<file path="src/rtl/rq_arbiter.sv">
// rq_arbiter: packet-atomic round-robin merge of RQ requesters, 2-entry skid out.
// Build option: define RQ_ARB_PRIO0_EN to give port 0 strict priority in IDLE.
module rq_arbiter #(
  parameter int DATA_WIDTH = 128,
  parameter int KEEP_WIDTH = DATA_WIDTH/8,
  parameter int NUM_PORTS  = 3,
  localparam int PW = (NUM_PORTS > 1) ? $clog2(NUM_PORTS) : 1
) (
  input  logic                             user_clk,
  input  logic                             user_reset_n,
  input  logic [NUM_PORTS*DATA_WIDTH-1:0]  s_axis_rq_tdata,
  input  logic [NUM_PORTS*KEEP_WIDTH-1:0]  s_axis_rq_tkeep,
  input  logic [NUM_PORTS-1:0]             s_axis_rq_tlast,
  input  logic [NUM_PORTS*4-1:0]           s_axis_rq_tuser,
  input  logic [NUM_PORTS-1:0]             s_axis_rq_tvalid,
  output logic [NUM_PORTS-1:0]             s_axis_rq_tready,
  output logic [DATA_WIDTH-1:0]            m_axis_rq_tdata,
  output logic [KEEP_WIDTH-1:0]            m_axis_rq_tkeep,
  output logic                             m_axis_rq_tlast,
  output logic [3:0]                       m_axis_rq_tuser,
  output logic                             m_axis_rq_tvalid,
  input  logic                             m_axis_rq_tready,
  output logic [PW-1:0]                    grant_owner,
  output logic                             grant_locked
);

  localparam int WW = DATA_WIDTH + KEEP_WIDTH + 5;

  typedef enum logic {
    IDLE,
    LOCKED
  } state_t;

  state_t          state;
  logic [PW-1:0]   rr_ptr;
  logic [PW-1:0]   owner;
  logic [PW-1:0]   rr_sel;
  logic [PW-1:0]   granted;
  logic [PW-1:0]   nxt_ptr;
  logic            any_vld;
  logic            gnt_vld;
  logic            upd_ptr;
  logic            in_rdy;
  logic            acc;
  logic            beat_last;
  logic [WW-1:0]   beat;

  logic [WW-1:0]   e0_q;
  logic [WW-1:0]   e1_q;
  logic            e0_v;
  logic            e1_v;
  logic            e1_nxt;
  logic            drain;
  logic            to_e0;
  logic            to_e1;
  logic            shift;
  logic            pop;

  function automatic logic [PW-1:0] rr_idx(
    input logic [PW-1:0] base,
    input int            j
  );
    int k;
    k = int'(base) + j;
    if (k >= NUM_PORTS) k = k - NUM_PORTS;
    return PW'(k);
  endfunction

  // Descending scan so the nearest port at or above rr_ptr wins.
  always_comb begin
    rr_sel  = rr_ptr;
    any_vld = 1'b0;
    for (int j = NUM_PORTS - 1; j >= 0; j--) begin
      if (s_axis_rq_tvalid[rr_idx(rr_ptr, j)]) begin
        rr_sel  = rr_idx(rr_ptr, j);
        any_vld = 1'b1;
      end
    end
`ifdef RQ_ARB_PRIO0_EN
    if (s_axis_rq_tvalid[0]) rr_sel = '0;
`endif
  end

  assign granted = (state == LOCKED) ? owner : rr_sel;
  assign gnt_vld = (state == LOCKED) | any_vld;

  always_comb begin
    s_axis_rq_tready = '0;
    beat             = '0;
    for (int i = 0; i < NUM_PORTS; i++) begin
      if (granted == PW'(i)) begin
        s_axis_rq_tready[i] = in_rdy & gnt_vld;
        beat = {s_axis_rq_tuser[i*4 +: 4],
                s_axis_rq_tlast[i],
                s_axis_rq_tkeep[i*KEEP_WIDTH +: KEEP_WIDTH],
                s_axis_rq_tdata[i*DATA_WIDTH +: DATA_WIDTH]};
      end
    end
  end

  assign acc       = |(s_axis_rq_tready & s_axis_rq_tvalid);
  assign beat_last = beat[DATA_WIDTH + KEEP_WIDTH];

  assign nxt_ptr = (granted == PW'(NUM_PORTS - 1)) ? '0
                 : granted + 1'b1;

`ifdef RQ_ARB_PRIO0_EN
  assign upd_ptr = (granted != '0);
`else
  assign upd_ptr = 1'b1;
`endif

  always_ff @(posedge user_clk or negedge user_reset_n) begin
    if (!user_reset_n) begin
      state  <= IDLE;
      rr_ptr <= '0;
      owner  <= '0;
    end else if (acc) begin
      owner <= granted;
      if (beat_last) begin
        state <= IDLE;
        if (upd_ptr) rr_ptr <= nxt_ptr;
      end else begin
        state <= LOCKED;
      end
    end
  end

  assign grant_locked = (state == LOCKED);
  assign grant_owner  = owner;

  // Accept implies entry1 empty, since in_rdy mirrors it.
  assign drain  = e0_v & m_axis_rq_tready;
  assign to_e0  = acc & (~e0_v | drain);
  assign to_e1  = acc & e0_v & ~drain;
  assign shift  = ~acc & drain & e1_v;
  assign pop    = ~acc & drain & ~e1_v;
  assign e1_nxt = to_e1 | (e1_v & ~drain);

  always_ff @(posedge user_clk or negedge user_reset_n) begin
    if (!user_reset_n) begin
      e0_q   <= '0;
      e1_q   <= '0;
      e0_v   <= 1'b0;
      e1_v   <= 1'b0;
      in_rdy <= 1'b0;
    end else begin
      unique case (1'b1)
        to_e0: begin
          e0_q <= beat;
          e0_v <= 1'b1;
        end
        to_e1: begin
          e1_q <= beat;
          e1_v <= 1'b1;
        end
        shift: begin
          e0_q <= e1_q;
          e1_v <= 1'b0;
        end
        pop: begin
          e0_v <= 1'b0;
        end
        default: begin
        end
      endcase
      in_rdy <= ~e1_nxt;
    end
  end

  assign {m_axis_rq_tuser,
          m_axis_rq_tlast,
          m_axis_rq_tkeep,
          m_axis_rq_tdata} = e0_q;
  assign m_axis_rq_tvalid = e0_v;

endmodule

</file>
<file path="config.mk">
export PLATFORM = sky130hd
export DESIGN_NAME = rq_arbiter
export DESIGN_NICKNAME = d
export VERILOG_FILES = /design/src/rtl/rq_arbiter.sv
export SDC_FILE = /design/constraint.sdc
export NUM_CORES = 1
export LEC_CHECK = 0
export BUFFER_PORTS_ARGS = -buffer_cell sky130_fd_sc_hd__buf_4
export CAP_MARGIN = 40
export CORE_AREA = 3 3 237 239
export CTS_CLUSTER_DIAMETER = 30
export DETAILED_ROUTE_END_ITERATION = 8
export DIE_AREA = 0 0 240 242
export GPL_ROUTABILITY_DRIVEN = 0
export PLACE_DENSITY = 0.55
export SKIP_LAST_GASP = 1
export SLEW_MARGIN = 15
export SYNTH_ARGS = -nofsm -noshare
export SYNTH_HDL_FRONTEND = slang
export SYNTH_SLANG_ARGS = --single-unit
</file>
<file path="constraint.sdc">
create_clock -name user_clk -period 5.5 [get_ports user_clk]
set_clock_uncertainty 0.15 [all_clocks]
set_input_delay 1.375 -clock user_clk [delete_from_list [all_inputs] [get_ports user_clk]]
set_output_delay 1.375 -clock user_clk [all_outputs]
set_load 0.005 [all_outputs]
</file>
==> results of run 1 <==
## power by group
part / switching (mW) / internal [mW]
sequential: 0.599 / 3.41
clock: 1.51 / 4.12
combinational: 4.22 / 4.09
total: 6.33 / 11.6
## worst max-delay path, stage by stage (launching register included)
cell      delay [ps]
dfrtp_1          410
inv_1            110
ha_1             440
mux2i_1          270
o21ai_0          110
o31ai_1          690
nand2b_1         210
nor2_1            60
buf_4            160
## metal layers
layer | global-route usage [%] | part of all wire [%]
met1 | 20.6 | 40
met2 | 31.8 | 52
met3 | 4.85 | 6.1
met4 | 5.48 | 2.2
met5 | 0 | 0
## cell type report
type                       count  area share, %
clock buffer                 115           9.72
clock inverter                46           3.30
inverter                     127           1.87
multi-input combinational    814           32.1
sequential                   306           30.1
tap                          696           3.42
timing repair buffer         632           19.5
## cell families (layout without fill, tap and decap cells)
family | Yosys count | after routing | synth area share [%]
compound gates | 183 | 183 | 9.16
simple gates | 26 | 26 | 0.824
mux | 601 | 601 | 37.9
fa+ha+maj | 4 | 4 | 0.297
flops | 306 | 306 | 45.4
buf+inv | 228 | 920 | 6.40
## stage by stage
stage	cell area (µm²)	total power, mW
CTS	25500	18.3
finish	25500	17.9
detailed placement	22200	12.5
global route	25500	19.1
global placement	22100	12.2
floorplan	16900	9.50
## flip-flops by register name (all words and copies together) (netlist names)
name and count:
e1_v 1, rr_ptr 2, in_rdy 1, grant_owner 2, grant_locked 1, m_axis_rq_tvalid 1, e0_q 149, e1_q 149
## placed cells by master (no fill, tap or decap), types with 3 or more instances in the layout
| master | count |
|---|---|
| mux2_2 | 30 |
| clkbuf_1 | 11 |
| bufinv_16 | 21 |
| buf_4 | 614 |
| nor2_1 | 6 |
| nand2_1 | 4 |
| dfrtp_1 | 306 |
| clkbuf_16 | 89 |
| clkinv_4 | 3 |
| nor3_1 | 3 |
| mux2_4 | 30 |
| buf_12 | 15 |
| clkinvlp_4 | 6 |
| mux2_1 | 149 |
| o2bb2ai_1 | 149 |
| mux2i_1 | 391 |
| inv_1 | 126 |
| nand2b_1 | 3 |
| clkinv_2 | 11 |
| ha_1 | 4 |
| a21oi_1 | 7 |
| o21ai_0 | 8 |
| clkbuf_8 | 15 |
## final timing paths
| check | to | slack [ps] | depth (start not counted) |
|---|---|---|---|
| hold reg to reg | e1_q[12] | 330 | 1 |
| setup reg to reg | e1_q[145] | 1380 | 11 |
| max in group asynchronous | e0_q[83] | 3480 | 2 |
| min in group asynchronous | e1_q[1] | 680 | 1 |
| setup / recovery | s_axis_rq_tready[2] | 930 | 8 |
| hold / removal | e1_q[12] | 330 | 1 |
==> results.sh, run 1 <==
export IMPL_p_leak_nw=13.3
export IMPL_vias=13067
export IMPL_start_util_pct=31.2
export IMPL_multi_input_area_um2=8180
export IMPL_dr_first_iter_drc_count=358
export IMPL_p_per_area_nw_per_um2=705
export IMPL_min_from="e1_q[12]"
export IMPL_yosysUniqueCellTypes=43
export IMPL_cp_arrival_ps=3050
export IMPL_drt_total_wl_mm=53.3
export IMPL_preCtsSetupSlack_ps=946
export IMPL_core_area_um2=54000
export IMPL_clkSinkCount=306
export IMPL_placed_cells=2575
export IMPL_finalSetupViolations=0
export IMPL_synth_yosys_warnings=0
export IMPL_die_area_um2=58100
export IMPL_synth_top_area_share_pct=45.4
export IMPL_cp_max_fo=7
export IMPL_finalCritPeriodShare_pct=83.2
export IMPL_route_detailed_wl_per_inst_um=19.5
export IMPL_cts_setup_buffers=0
export IMPL_io_buffers=608
export IMPL_numCtsBuffers=87
export IMPL_final_util_pct=47.1
export IMPL_place_hpwl_mm=38.8
export IMPL_drv_slew=0
export IMPL_clk_latency_ps=600
export IMPL_clockBufferDepth=3
export IMPL_drtAntennaViolNets=0
export IMPL_grt_usage_pct=17.8
export IMPL_antenna_found_initial=0
export IMPL_drtPass1Iterations=4
export IMPL_fillers=4966
export IMPL_clk_pin_slew_ps=40
export IMPL_fin_crit_ps=4570
export IMPL_final_cells=2736
export IMPL_synth_most_common_cell="mux2i_1"
export IMPL_peakVddDrop_uv=461
export IMPL_cts_tree="done"
export IMPL_synth_ff_type="dfrtp_1"
export IMPL_ctsResizeCount=0
export IMPL_grt_max_degree=103
export IMPL_hold_viol=0
export IMPL_die_y_um=242
export IMPL_fin_setup_tns_ps=0
export IMPL_ys_ff_latch=306
export IMPL_critical_path_startpoint_type="register"
export IMPL_worstPathRequired_ps=3970
export IMPL_final_setup_worst_slack_ps=926
export IMPL_timing_hold_ws_ps=329
export IMPL_status="finished clean"
export IMPL_synthTopCellsByArea="dfrtp_1, mux2i_1, mux2_1, o2bb2ai_1, inv_1"
export IMPL_yosys_top_cells_count="mux2i_1, dfrtp_1, mux2_1, o2bb2ai_1, inv_1"
export IMPL_synthToLayoutAreaGrowth_pct=51.0
export IMPL_layout_nets=2425
export IMPL_cap_violations=0
export IMPL_min_path_type="reg -> reg"
export IMPL_netlist_area_um2=16900
export IMPL_antenna_cells=0
export IMPL_fp_dieW_um=240
export IMPL_drc=0
export IMPL_cts_root_buf="clkbuf_16"
export IMPL_drive_above_1_share_pct=41.8
export IMPL_grt_pass1_wl_mm=81.8
export IMPL_tightest_slew_ps=829
export IMPL_reg2reg_from="rr_ptr[0]"
export IMPL_cts_hold_buf=0
export IMPL_via_per_inst=4.78
export IMPL_worstSetupPathType="reg -> out"
export IMPL_htreeDepth=3
export IMPL_ys_async_sr_fraction_pct=100
export IMPL_grt_ovfl_total=0
export IMPL_grt_pass1_vias=14331
export IMPL_avgSynthCellArea_um2=12.5
export IMPL_synth_edf_count=0
export IMPL_grt_setup_unrepaired="false"
export IMPL_cp_startpoint="rr_ptr[0]"
export IMPL_maxSlewHeadroom_pct=44.7
export IMPL_ys_seq_area_share_pct=45.4
export IMPL_ioPinCount=609
export IMPL_critPathCaptureType="output port"
export IMPL_rows=85
export IMPL_regArea_um2=7660
export IMPL_synth_cells=1348
export IMPL_syn_num_nets=1805
export IMPL_synth_top_cell_by_area="dfrtp_1"
export IMPL_fmax_mhz=219
Note: power is estimated with default switching activity, not from simulation.
==> run 2, diff against run 1 <==
Settings changed: CORE_AREA 3 3 237 239 to 3 3 233 235, DIE_AREA 0 0 240 242 to 0 0 236 238, PLACE_DENSITY 0.55 to 0.59.
Clock period 5.5 ns to 4.2 ns, I/O delays scaled along.
==> run 2 against run 1 <==
Largest power group unchanged. Non-clock buffer count up 44. Combinational power up 35%. Cell area down 1.3%. Core utilization up 0.79 points. Via count down 0.13%. Final cell count up 0.37%. Hold slack better by 4.0 ps. Die area down 3.3%.
==> results.sh, run 2 (synthesis results as in run 1) <==
export IMPL_status="finished clean"
export IMPL_tightest_slew_ps=918
export IMPL_hold_viol=0
export IMPL_ioPinCount=609
export IMPL_p_sw_mw=8.14
export IMPL_fin_setup_tns_ps=0
export IMPL_final_cell_mix="buf_4, mux2i_1, dfrtp_1, o2bb2ai_1, mux2_1"
export IMPL_worstPathRequired_ps=3000
export IMPL_vias=13050
export IMPL_worstSetupPathType="reg -> out"
export IMPL_reg2reg_from="rr_ptr[0]"
export IMPL_antenna_found_initial=0
export IMPL_grt_setup_unrepaired="false"
export IMPL_finalCritPeriodShare_pct=94.2
export IMPL_finalSetupViolations=0
export IMPL_htreeDepth=3
export IMPL_die_area_um2=56200
export IMPL_critPathCaptureType="output port"
export IMPL_dr_max_layer_used="met4"
export IMPL_numCtsBuffers=76
export IMPL_p_comb_share_pct=50.6
export IMPL_cp_arrival_ps=2760
export IMPL_rows=84
export IMPL_io_buffers=608
export IMPL_timing_hold_ws_ps=333
export IMPL_sw_frac_of_total_pct=36.7
export IMPL_drt_total_wl_mm=52.0
export IMPL_clk_pin_slew_ps=40
export IMPL_layout_nets=2458
export IMPL_grt_usage_pct=18.0
export IMPL_die_y_um=238
export IMPL_clockBufferDepth=3
export IMPL_reg2reg_to="e0_q[97]"
export IMPL_min_path_type="reg -> reg"
export IMPL_fin_crit_ps=3960
export IMPL_rrSetupSlack_ps=490
export IMPL_grt_pass1_vias=14028
export IMPL_antenna_cells=0
export IMPL_place_hpwl_mm=39.6
export IMPL_m1WireLength_mm=21.3
export IMPL_synthToLayoutAreaGrowth_pct=49.1
export IMPL_clkPwrFrac_pct=25.8
export IMPL_clk_latency_ps=580
export IMPL_peakVddDrop_uv=510
export IMPL_grt_max_degree=110
export IMPL_final_common_cell="buf_4"
export IMPL_placed_cell_area_um2=22600
export IMPL_fin_area_um2=25100
export IMPL_grt_pass1_wl_mm=80.1
export IMPL_drive_above_1_share_pct=42.3
export IMPL_wl_met2_mm=26.7
export IMPL_cts_tree="done"
export IMPL_core_area_um2=52400
export IMPL_cp_max_fo=7
export IMPL_fp_dieW_um=236
export IMPL_top_regs="e0_q: 149 flops, e1_q: 149 flops"
export IMPL_reg2regPathDepth=12
export IMPL_cts_root_buf="clkbuf_16"
export IMPL_clkSinkCount=306
export IMPL_critical_path_startpoint_type="register"
export IMPL_p_per_area_nw_per_um2=882
export IMPL_p_leak_nw=13.2
export IMPL_drv_slew=0
export IMPL_min_from="e1_q[6]"
export IMPL_power_frac_seq_pct=23.6
export IMPL_via_per_inst=4.75
export IMPL_dr_first_iter_drc_count=417
export IMPL_cts_hold_buf=0
export IMPL_holdPathEnd="e1_q[6]"
export IMPL_holdPathStages=1
export IMPL_maxSlewHeadroom_pct=38.8
export IMPL_fmax_mhz=253
export IMPL_drtAntennaViolNets=0
export IMPL_route_detailed_wl_per_inst_um=18.9
export IMPL_cap_violations=0
export IMPL_drtPass1Iterations=4
export IMPL_grt_ovfl_total=0
export IMPL_start_util_pct=32.2
export IMPL_wl_met3_mm=2.53
export IMPL_drc=0
export IMPL_power_internal_mw=14.0
## run 2: area by class of cell
cell class | count | area, µm²
Fill cell | 4791 | 27300
Multi-Input combinational cell | 814 | 8190
Sequential cell | 306 | 7660
Timing Repair Buffer | 676 | 5400
Clock buffer | 107 | 2200
Tap cell | 688 | 861
Inverter | 127 | 477
Clock inverter | 28 | 362
## run 2: how the worst max path moves through the flow
stage | from | end | slack [ps] | cells past startpoint
floorplan | s_axis_rq_tvalid[1] | s_axis_rq_tready[1] | 470 | 9
global placement | s_axis_rq_tvalid[1] | e0_q[117] | 360 | 11
detailed placement | s_axis_rq_tvalid[1] | e0_q[107] | 280 | 11
CTS | rr_ptr[0] | s_axis_rq_tready[1] | 130 | 8
global route | rr_ptr[0] | s_axis_rq_tready[0] | 70 | 8
finish | rr_ptr[0] | s_axis_rq_tready[1] | 240 | 8
## run 2: per-layer routing
layer / track usage [%] / vias to the layer above
li1: - / 6224
met1: 21.5 / 6394
met2: 31.7 / 348
met3: 4.00 / 84
met4: 6.49 / 0
met5: 0 / -
## run 2: power by group through the flow
stage          Sequential, mW  Clock, mW  Combinational (mW)
2_1_floorplan            5.14          0                7.30
3_3_place_gp             5.22          0                11.1
3_5_place_dp             5.28          0                11.4
4_1_cts                  5.26       5.86                11.5
5_1_grt                  5.42       6.03                12.3
6_report                 5.24       5.72                11.2
## run 2: worst max-delay path, cell delays in order (launching register included)
cell and delay, ps:
dfrtp_1 420, inv_1 100, ha_1 430, mux2i_1 250, nand2_1 90, a21o_1 230
a21bo_4 260, nor3_2 230, buf_4 160
## run 2: metrics by stage
step / utilization (%) / setup WS (ps) / power (mW) / std cells
2_1_floorplan: - / 469 / 12.4 / 1348
4_1_cts: 47.9 / 131 / 22.6 / 2746
6_report: 47.9 / 244 / 22.2 / 2746
3_3_place_gp: 43.0 / 358 / 16.4 / 2611
3_5_place_dp: 43.0 / 276 / 16.7 / 2611
5_1_grt: 47.9 / 73.8 / 23.7 / 2746
## run 2: timing repair
| item | in CTS | in global routing |
|---|---|---|
| gates resized for setup | 0 | 1 |
| setup endpoints to repair | 0 | 1 |
| endpoints found under the hold margin | 0 | 0 |
| buffers inserted | 0 | 0 |
